<file path="src/rtl/sort_pkg.sv">
// rtl/sort_pkg.sv - shared sizing and state encoding for the streaming sorter
package sort_pkg;
  localparam int SORT_N = 6;
  localparam int SORT_W = 8;
  localparam int CNT_W  = $clog2(SORT_N + 1);

  typedef enum logic {
    LOAD  = 1'b0,
    DRAIN = 1'b1
  } state_t;
endpackage

</file>
<file path="src/rtl/sort_cell.sv">
// rtl/sort_cell.sv - one sorted slot: masked >= compare and hold/insert/shift mux
module sort_cell #(
  parameter int W   = 8,
  parameter int CW  = 3,
  parameter int IDX = 0
) (
  input  logic          clk,
  input  logic          rst_n,
  input  logic [W-1:0]  in_data_i,
  input  logic [CW-1:0] cnt_i,
  input  logic          ge_up_i,
  input  logic [W-1:0]  up_val_i,
  input  logic [W-1:0]  dn_val_i,
  input  logic          ins_en_i,
  input  logic          drn_en_i,
  output logic          ge_o,
  output logic [W-1:0]  slot_o
);
  logic [W-1:0] slot_q;
  logic [W-1:0] slot_d;

  // Occupied slots that are >= the new word stay put, so equal values keep arrival order.
  assign ge_o   = (CW'(IDX) < cnt_i) && (slot_q >= in_data_i);
  assign slot_o = slot_q;

  // The first non-ge slot takes the new word; every slot below it takes its upper neighbor.
  always_comb begin
    slot_d = slot_q;
    if (ins_en_i) begin
      if (!ge_o) begin
        slot_d = ge_up_i ? in_data_i : up_val_i;
      end
    end else if (drn_en_i) begin
      slot_d = dn_val_i;
    end
  end

  always_ff @(posedge clk) begin
    if (!rst_n) begin
      slot_q <= '0;
    end else begin
      slot_q <= slot_d;
    end
  end
endmodule

</file>
<file path="src/rtl/sort6_stream.sv">
// rtl/sort6_stream.sv - serial-in, largest-first serial-out N-word burst sorter
module sort6_stream
  import sort_pkg::*;
#(
  parameter int N = SORT_N,
  parameter int W = SORT_W
) (
  input  logic         clk,
  input  logic         rst_n,
  input  logic         in_valid,
  output logic         in_ready,
  input  logic [W-1:0] in_data,
  output logic         out_valid,
  input  logic         out_ready,
  output logic [W-1:0] out_data,
  output logic         out_last
);
  localparam int CW = $clog2(N + 1);

  state_t        state_q;
  logic [CW-1:0] cnt_q;
  logic          ge   [N];
  logic [W-1:0]  slot [N];
  logic          in_fire;
  logic          out_fire;

  assign in_ready  = rst_n && (state_q == LOAD);
  assign out_valid = rst_n && (state_q == DRAIN);
  assign out_last  = out_valid && (cnt_q == CW'(1));
  assign out_data  = out_valid ? slot[0] : '0;
  assign in_fire   = in_valid && in_ready;
  assign out_fire  = out_ready && out_valid;

  for (genvar i = 0; i < N; i++) begin : g_cell
    logic         ge_up;
    logic [W-1:0] up_val;
    logic [W-1:0] dn_val;

    if (i == 0) begin : g_top
      assign ge_up  = 1'b1;
      assign up_val = '0;
    end else begin : g_mid
      assign ge_up  = ge[i-1];
      assign up_val = slot[i-1];
    end

    if (i == N - 1) begin : g_bot
      assign dn_val = '0;
    end else begin : g_up
      assign dn_val = slot[i+1];
    end

    sort_cell #(.W(W), .CW(CW), .IDX(i)) u_cell (
      .clk       (clk),
      .rst_n     (rst_n),
      .in_data_i (in_data),
      .cnt_i     (cnt_q),
      .ge_up_i   (ge_up),
      .up_val_i  (up_val),
      .dn_val_i  (dn_val),
      .ins_en_i  (in_fire),
      .drn_en_i  (out_fire),
      .ge_o      (ge[i]),
      .slot_o    (slot[i])
    );
  end

  always_ff @(posedge clk) begin
    if (!rst_n) begin
      state_q <= LOAD;
      cnt_q   <= '0;
    end else begin
      case (state_q)
        LOAD: begin
          if (in_fire) begin
            cnt_q <= cnt_q + CW'(1);
            if (cnt_q == CW'(N - 1)) state_q <= DRAIN;
          end
        end
        DRAIN: begin
          if (out_fire) begin
            cnt_q <= cnt_q - CW'(1);
            if (cnt_q == CW'(1)) state_q <= LOAD;
          end
        end
        default: state_q <= LOAD;
      endcase
    end
  end
endmodule

</file>
<file path="config.mk">
export PLATFORM = sky130hd
export DESIGN_NAME = sort6_stream
export DESIGN_NICKNAME = d
export VERILOG_FILES = /design/src/rtl/sort_pkg.sv /design/src/rtl/sort_cell.sv /design/src/rtl/sort6_stream.sv
export SDC_FILE = /design/constraint.sdc
export NUM_CORES = 1
export LEC_CHECK = 0
export BUFFER_PORTS_ARGS = -buffer_cell sky130_fd_sc_hd__buf_4
export CORE_AREA = 2 2 115 89
export CTS_CLUSTER_SIZE = 24
export DETAILED_ROUTE_END_ITERATION = 12
export DIE_AREA = 0 0 117 91
export MAX_ROUTING_LAYER = met4
export PLACE_DENSITY = 0.66
export SYNTH_ARGS = -nofsm -noshare
export SYNTH_HDL_FRONTEND = slang
export SYNTH_HIERARCHICAL = 1
export SYNTH_SLANG_ARGS = --single-unit
</file>
<file path="constraint.sdc">
create_clock -name clk -period 5.7 [get_ports clk]
set_input_delay 0.57 -clock clk [delete_from_list [all_inputs] [get_ports clk]]
set_output_delay 0.57 -clock clk [all_outputs]
set_load 0.005 [all_outputs]
</file>
After elaboration in Yosys (flattened, before gate mapping) --
Index checks and enable logic that the tools add are counted.
Cells by class: reduce and logical (&&, ||, !) cells 19, magnitude comparators 12, div/mod/pow operators 0, shifts and indexed selects 0, multiply operators 0, add/subtract/negate cells 2, bitwise logic cells 1, muxes and demuxes 32, equality and inequality tests 10
Operators by type and width (number):
- $mux 8 | 24
- $ge 8x8->1 | 6
- $reduce_and 2->1 | 7
- $ne 2x2->1 const B | 6
- $logic_and 1x1->1 | 11
- $lt 1x3->1 const A | 2
- $lt 2x3->1 const A | 2
- $lt 3x3->1 const A | 2
- $mux 3 | 2
- $pmux 3 s2 | 1
- $mux 1 | 4
- $ne 2x1->1 const B | 2
- $add 3x1->3 const B | 1
- $eq 3x1->1 const B | 1
- $eq 3x3->1 const B | 1
- $sub 3x1->3 const B | 1
- $pmux 1 s2 | 1
- $reduce_bool 2->1 | 1
- $not 1->1 | 1
Storage, ports and cells: memory bits (read-only) 0, RAM bits 0, bits in latches 0, register bits 52, memories 0, input port bits 12

Longest topological paths before layout --
Gate-level depths: netlist (run 1).
word-level depth 5, gate-level depth with buffers 11, gate-level depth less buffers 10

Cells and area by module --
The synthesis (run 1) kept the hierarchy.
Modules (own cells, without submodules):
- sort_cell at g_cell[1].u_cell ... | area each 720.7 sq um, instances 2, cells an instance 85
- sort_cell at g_cell[2].u_cell | area each 745.7 sq um, instances 1, cells an instance 81
- sort_cell at g_cell[0].u_cell | area each 724.4 sq um, instances 1, cells an instance 85
- sort_cell at g_cell[3].u_cell | area each 716.9 sq um, instances 1, cells an instance 85
- sort_cell at g_cell[4].u_cell | area each 694.4 sq um, instances 1, cells an instance 83
- sort6_stream | area each 351.6 sq um, instances 1, cells an instance 44

Worst setup path before layout (run 1) --
Ideal clock, no wire load.
kind input port to flip-flop, start point input in_data[7], end point register g_cell[5].u_cell.slot_q[6], arrival time 2.435 ns, buffers on the path 1, setup slack 3.142 ns, stages 10, library setup time 0.122 ns, cell sequence inv_1 -> ha_1 -> nand2_1 -> or4_4 -> a21oi_1 -> clkbuf_1 -> mux2i_1 -> nand2_1 -> o211ai_1 -> mux2i_1
Between the ends: longest elaborated chain between the ends 5
Ends and longest elaborated chain:
- start: declaration | line sort6_stream.sv:12 | input logic [W-1:0] in_data,
- $ge 8x8->1 | line sort_cell.sv:23 | assign ge_o = (CW'(IDX) < cnt_i) && (slot_q >= in_data_i);
- $logic_and 1x1->1 | line sort_cell.sv:23
- named net g_cell[5].ge_up | line sort6_stream.sv:35 | logic ge_up;
- $mux 8 | line sort_cell.sv:31 | slot_d = ge_up_i ? in_data_i : up_val_i;
- $mux 8 | line sort_cell.sv:30 | if (!ge_o) begin
- $mux 8 | line sort_cell.sv:29 | if (ins_en_i) begin
- end signal: assignment | line sort_cell.sv:42 | slot_q <= slot_d;
- end: declaration | line sort_cell.sv:19 | logic [W-1:0] slot_q;
The timed path passes the listed nets, and every way through them passes these cells. The select of a mux whose other input is x is not followed. A chain may end at the register's enable or synchronous reset.

Worst setup path after layout (run 1) --
start point input in_data[7], end point register g_cell[5].u_cell.slot_q[3]
The elaborated chain is that of the path after synthesis.

==> flow_summary_export.csv, run 1 <==
group,metric,value,unit
place,place_area,0.00489,mm^2
critical_path,timing.critical_path.from_type,"input port",
timing,slew_headroom,28.7,%
floorplanning,io_pins,23,
drt,wl,11.9,mm
floorplanning,die_area,0.0106,mm^2
global_routing,grtUsageTotal,24.1,%
power,power_density,195,mW/mm^2
drt,dr.pass1.iters,4,
yosys,yosysWarnings,6,
yosys,synthCells,547,
final_layout,fin_nets,619,
floorplanning,dieHeight,91,um
timing,skew,0.00870,ns
clock_network,clk_pin_slew,0.06,ns
clock_network,post_cts_buffers,0,
critical_path,cp-end-kind,"flop",
timing,fmax,332,MHz
final_layout,fin_area,0.00504,mm^2
place,place_congestion,0.862,
global_routing,grt_pass1_vias,3688,
critical_path,slowest_delay,0.84,ns
drt,met2_length,4.99,mm
critical_path,cp.arrival,3.17,ns
clock_network,cts_max_path_buffers,2,
place,dp_cells,681,
drt,drt_iter0_drc,228,
timing,finalMaxSlewViolations,0,
drt,vias_per_cell,5.53,
timing,setup_tns,0,ns
yosys,avgSynthCellArea,8.53,um^2
power,p_leak,0.00222,uW
place,port_buffers,22,
timing,rsz0062_at_grt,"no",
clock_network,clk-insertion-delay-late,0.29,ns
floorplanning,rows,31,
job,maxCapViolCount,0,
floorplanning,core_area,0.00950,mm^2
final_layout,num_antenna_cells,0,
power,ir_drop,0.115,mV
place,place_ws,2.40,ns
timing,min_period,3.01,ns
drt,top_layer,"met4",
clock_network,clkSinkCount,52,
run_status,run_status,"completed",
critical_path,cpLargestDelayFamily,"compound AO/OA/AOI/OAI gates",
clock_network,htreeDepth,2,
drt,postRouteAntennaNets,0,
timing,finalSetupViolations,0,
drt,wl_met3,700,um
global_routing,grt_overflow_total,0,
critical_path,critical_path_required,5.86,ns
final_layout,final-instance-count-excl-fill,689,
final_layout,final_layout_size_suffix_gt1_share,11.0,%
global_routing,grt_max_degree,107,
final_layout,utilization,53.0,%
clock_network,cts-root-buf,"clkbuf_16",
global_routing,grt_pass1_wl,19.6,mm
clock_network,cts_buffers,5,
global_routing,antenna_found_initial,0,
drt,wl_met1,6.03,mm
timing,tightest_slew,1.07,ns
clock_network,cts_tree,"yes",
floorplanning,die_w,117,um
drt,vias,3813,
timing,fin_crit_sh,52.8,%
clock_network,cts.repair.resized,0,
critical_path,crit_fanout,12,
drt,wl_per_cell,17.3,um
critical_path,slowest_stage,"a21oi_1",
min_path,worstHoldPathType,"reg2reg",
critical_path,crit_buf_inv,2,
critical_path,r2r_slack,2.70,ns
timing,setup_slack,2.69,ns
floorplanning,start_util,49.1,%
drt,drcViolationCount,0,
yosys,synth_area,0.00466,mm^2
critical_path,crit_chain,"buf_4 > inv_1 > ha_1 > nand2_1 > or4_4 > a21oi_1 > mux2i_1 > nand2_1 > o211ai_1 > mux2i_1",
place,dp_hpwl,8.54,mm
final_layout,areaGrowthSynthToFinish,8.05,%
timing,hold_viol,0,
clock_network,cts_hold_buf,0,
critical_path,crit_type,"in2reg",
## cell type report
| type | count | area, um^2 |
|---|---|---|
| Inverter | 59 | 221 |
| Clock inverter | 1 | 7.51 |
| Fill cell | 895 | 4460 |
| Tap cell | 132 | 165 |
| Timing Repair Buffer | 24 | 180 |
| Multi-Input combinational cell | 414 | 3280 |
| Sequential cell | 52 | 1040 |
| Clock buffer | 7 | 143 |
## power by group
| group | total (uW) | leakage [uW] | internal [uW] | switching [uW] |
|---|---|---|---|---|
| registers | 420 | 0.000425 | 387 | 33.6 |
| clock network | 314 | 0.0000701 | 175 | 139 |
| logic | 250 | 0.00172 | 109 | 141 |
| total | 984 | 0.00222 | 671 | 314 |
## registers in the layout, indices dropped and copies added (netlist names)
name,flops
g_cell.u_cell/slot_o,48
cnt_q,3
state_q,1
## placed cells by master, fill, tap and decap left out, drive strengths merged
cell type    n
a2111oi      9
a211oi       1
a21o         2
a21oi       12
a221oi       1
a22oi        1
a31oi        4
and2         2
and3        11
and3b        2
buf         24
clkbuf       7
clkinvlp     1
conb        17
dfxtp       52
ha          51
inv         59
mux2         2
mux2i       97
nand2      109
nand2b       5
nand3        1
nand3b       2
nor2         5
nor2b        2
nor3         1
nor3b        1
o211a        1
o211ai      48
o21a         2
o21ai       15
o22a         1
o311ai       1
o31a         4
o31ai        1
o32a         1
or4          1
xnor2        1
## metrics by stage
step | hold slack, ns | total power (uW)
finish | 0.499 | 984
global route | 0.520 | 1040
CTS | 0.506 | 988
detailed placement | 0.496 | 675
global placement | 0.479 | 666
floorplan | 0.451 | 611
## tightest hold or removal path: stages, from the launching register on
cell	delay, ns
dfxtp_1	0.33
nand2_1	0.06
mux2i_1	0.06
## per-layer routing
| layer | up-vias | GRT usage [%] |
|---|---|---|
| li1 | 1915 | - |
| met1 | 1802 | 35.8 |
| met2 | 81 | 32.9 |
| met3 | 15 | 4.67 |
| met4 | 0 | 6.27 |
| met5 | - | - |
## path summary, 6_finish.rpt
path                                                              start                                 endpoint  cells after the start
worst max-delay path                                         in_data[7]  g_cell[5].u_cell/slot_o[3]$_SDFFE_PN0P_                     10
worst min-delay path            g_cell[5].u_cell/slot_o[7]$_SDFFE_PN0P_  g_cell[5].u_cell/slot_o[7]$_SDFFE_PN0P_                      2
worst max register to register  g_cell[4].u_cell/slot_o[0]$_SDFFE_PN0P_  g_cell[5].u_cell/slot_o[3]$_SDFFE_PN0P_                     10
worst min register to register  g_cell[5].u_cell/slot_o[7]$_SDFFE_PN0P_  g_cell[5].u_cell/slot_o[7]$_SDFFE_PN0P_                      2
Note: power is estimated with default switching activity, not from simulation.
==> run 2, diff against run 1 <==
==> constraint.sdc (replaced) <==
create_clock -name clk -period 3.2 [get_ports clk]
set_input_delay 0.32 -clock clk [delete_from_list [all_inputs] [get_ports clk]]
set_output_delay 0.32 -clock clk [all_outputs]
set_load 0.005 [all_outputs]
==> run 2 against run 1 <==
  * Combinational power rose by 80%
  * Sequential power grew 77%
  * Clock skew increased by 0.00055 ns
  * First-iteration DRC count grew 13%
  * Critical path depth is the same
  * Design area is 1.3% higher
  * Cell count grew 0.87%
  * Sequential share of layout area down 0.26 points
  * Global-route usage is 0.11 points higher
  * Routed wire length shrank 2.6%
==> flow_summary_export.csv, run 2 (same netlist as run 1, synthesis figures left out) <==
group,metric,value,unit
drt,drt_iter0_drc,258,
min_path,worstHoldPathType,"in2reg",
place,place_congestion,0.891,
floorplanning,die_area,0.0106,mm^2
clock_network,clkSinkCount,52,
place,dp_cells,689,
clock_network,htreeDepth,2,
floorplanning,die_w,117,um
final_layout,areaGrowthSynthToFinish,9.44,%
floorplanning,rows,31,
critical_path,crit_type,"reg2reg",
critical_path,timing.critical_path.from_type,"flop",
place,place_ws,0.150,ns
drt,drcViolationCount,0,
clock_network,cts_max_path_buffers,2,
global_routing,grt_pass1_wl,19.7,mm
final_layout,seq_area,0.00104,mm^2
power,clockPowerShare,33.6,%
final_layout,largest_reg_flops,48,
power,ir_drop,0.246,mV
job,maxCapViolCount,0,
global_routing,antenna_found_initial,0,
timing,hold_viol,0,
timing,slew_headroom,20.5,%
clock_network,cts.repair.resized,0,
critical_path,cp-end-kind,"flop",
drt,vias_per_cell,5.60,
timing,min_period,3.00,ns
timing,setup_slack,0.203,ns
timing,setup_tns,0,ns
drt,dr.pass1.iters,5,
run_status,run_status,"completed",
global_routing,grt_max_degree,106,
final_layout,multi_input_area,0.00328,mm^2
timing,fmax,334,MHz
floorplanning,core_area,0.00950,mm^2
drt,vias,3894,
timing,fin_crit_sh,93.7,%
final_layout,final_layout_size_suffix_gt1_share,12.1,%
floorplanning,io_pins,23,
timing,skew,0.00924,ns
drt,wl,11.6,mm
global_routing,grt_pass1_vias,3874,
clock_network,cts_tree,"yes",
critical_path,critical_path_required,3.36,ns
power,p_leak,0.00226,uW
power,sw_frac_of_total,30.6,%
power,p_seq_share,41.3,%
floorplanning,dieHeight,91,um
critical_path,crit_fanout,8,
final_layout,fin_nets,627,
place,dp_hpwl,8.47,mm
final_layout,layout_common_cells,"109 x nand2_1, 96 x mux2i_1, 59 x inv_1",
final_layout,num-fill-cells,885,
clock_network,cts_buffers,5,
floorplanning,start_util,49.1,%
place,port_buffers,22,
clock_network,cts_hold_buf,0,
timing,rsz0062_at_grt,"no",
global_routing,grt_overflow_total,0,
timing,finalMaxSlewViolations,0,
global_routing,grtUsageTotal,24.2,%
power,power_density,353,mW/mm^2
clock_network,clk-insertion-delay-late,0.30,ns
drt,wl_per_cell,16.7,um
power,comb_power_share,25.1,%
drt,postRouteAntennaNets,0,
power,p_int,1250,uW
critical_path,cp.arrival,3.16,ns
clock_network,clk_pin_slew,0.07,ns
final_layout,final-instance-count-excl-fill,695,
final_layout,num_antenna_cells,0,
final_layout,final_common_cell,"nand2_1",
clock_network,post_cts_buffers,0,
timing,finalSetupViolations,0,
timing,tightest_slew,1.19,ns
power,p_switching,551,uW
power,total_power,1800,uW
clock_network,cts-root-buf,"clkbuf_16",
[run 2: cell types whose count changed in the layout (fill, tap and decap cells not counted)]
| cell | delta |
|---|---|
| clkbuf_1 | -1 |
| clkbuf_8 | -1 |
| buf_4 | +8 |
| clkinvlp_4 | -1 |
| bufinv_16 | +1 |
[run 2: path summary, 6_finish.rpt]
path                                                               from                                       to  slack (ns)  depth (start not counted)
worst max-delay path            g_cell[4].u_cell/slot_o[0]$_SDFFE_PN0P_  g_cell[5].u_cell/slot_o[5]$_SDFFE_PN0P_        0.20                         10
worst min-delay path                                           in_valid                    cnt_q[1]$_SDFFE_PN0P_        0.36                          3
worst max register to register  g_cell[4].u_cell/slot_o[0]$_SDFFE_PN0P_  g_cell[5].u_cell/slot_o[5]$_SDFFE_PN0P_        0.20                         10
worst min register to register  g_cell[5].u_cell/slot_o[0]$_SDFFE_PN0P_  g_cell[5].u_cell/slot_o[0]$_SDFFE_PN0P_        0.49                          2
[run 2: worst max-delay path: stages, from the launching register on]
cell,delay [ns]
dfxtp_1,0.40
inv_1,0.07
ha_1,0.26
nand2b_1,0.10
a2111oi_1,0.07
or4_4,0.51
a21oi_1,0.89
mux2i_1,0.29
nand2_1,0.08
o211ai_1,0.10
mux2i_1,0.09
[run 2: power by group through the flow]
stage                     Combinational, uW  Clock (uW)  Sequential [uW]
after floorplan                         353           0              735
after global placement                  433           0              757
after CTS                               450         616              743
after detailed placement                445           0              758
after global routing                    507         644              750
final                                   451         605              743
[run 2: per-layer routing]
layer / routed length (um) / up-vias / global-route usage [%]
met4: 113 / 0 / 4.71
met2: 5040 / 84 / 36.6
met3: 656 / 12 / 4.07
li1: - / 1941 / -
met5: 0 / - / -
met1: 5800 / 1857 / 34.1
[run 2: through the flow]
stage	instance area, um^2	utilization (%)	hold WS (ns)
CTS	5100	53.7	0.354
floorplan	4720	-	0.451
global route	5100	53.7	0.390
detailed placement	4950	52.1	0.483
global placement	4950	52.1	0.470
finish	5100	53.7	0.358
[run 2: area by class of cell]
type,count,area share [%]
repair buffers,32,4.71
inverters,59,4.34
well taps,132,3.24
multi-input cells,414,64.3
clock buffers,5,2.45
flip-flops and latches,52,20.4
clock inverters,1,0.588
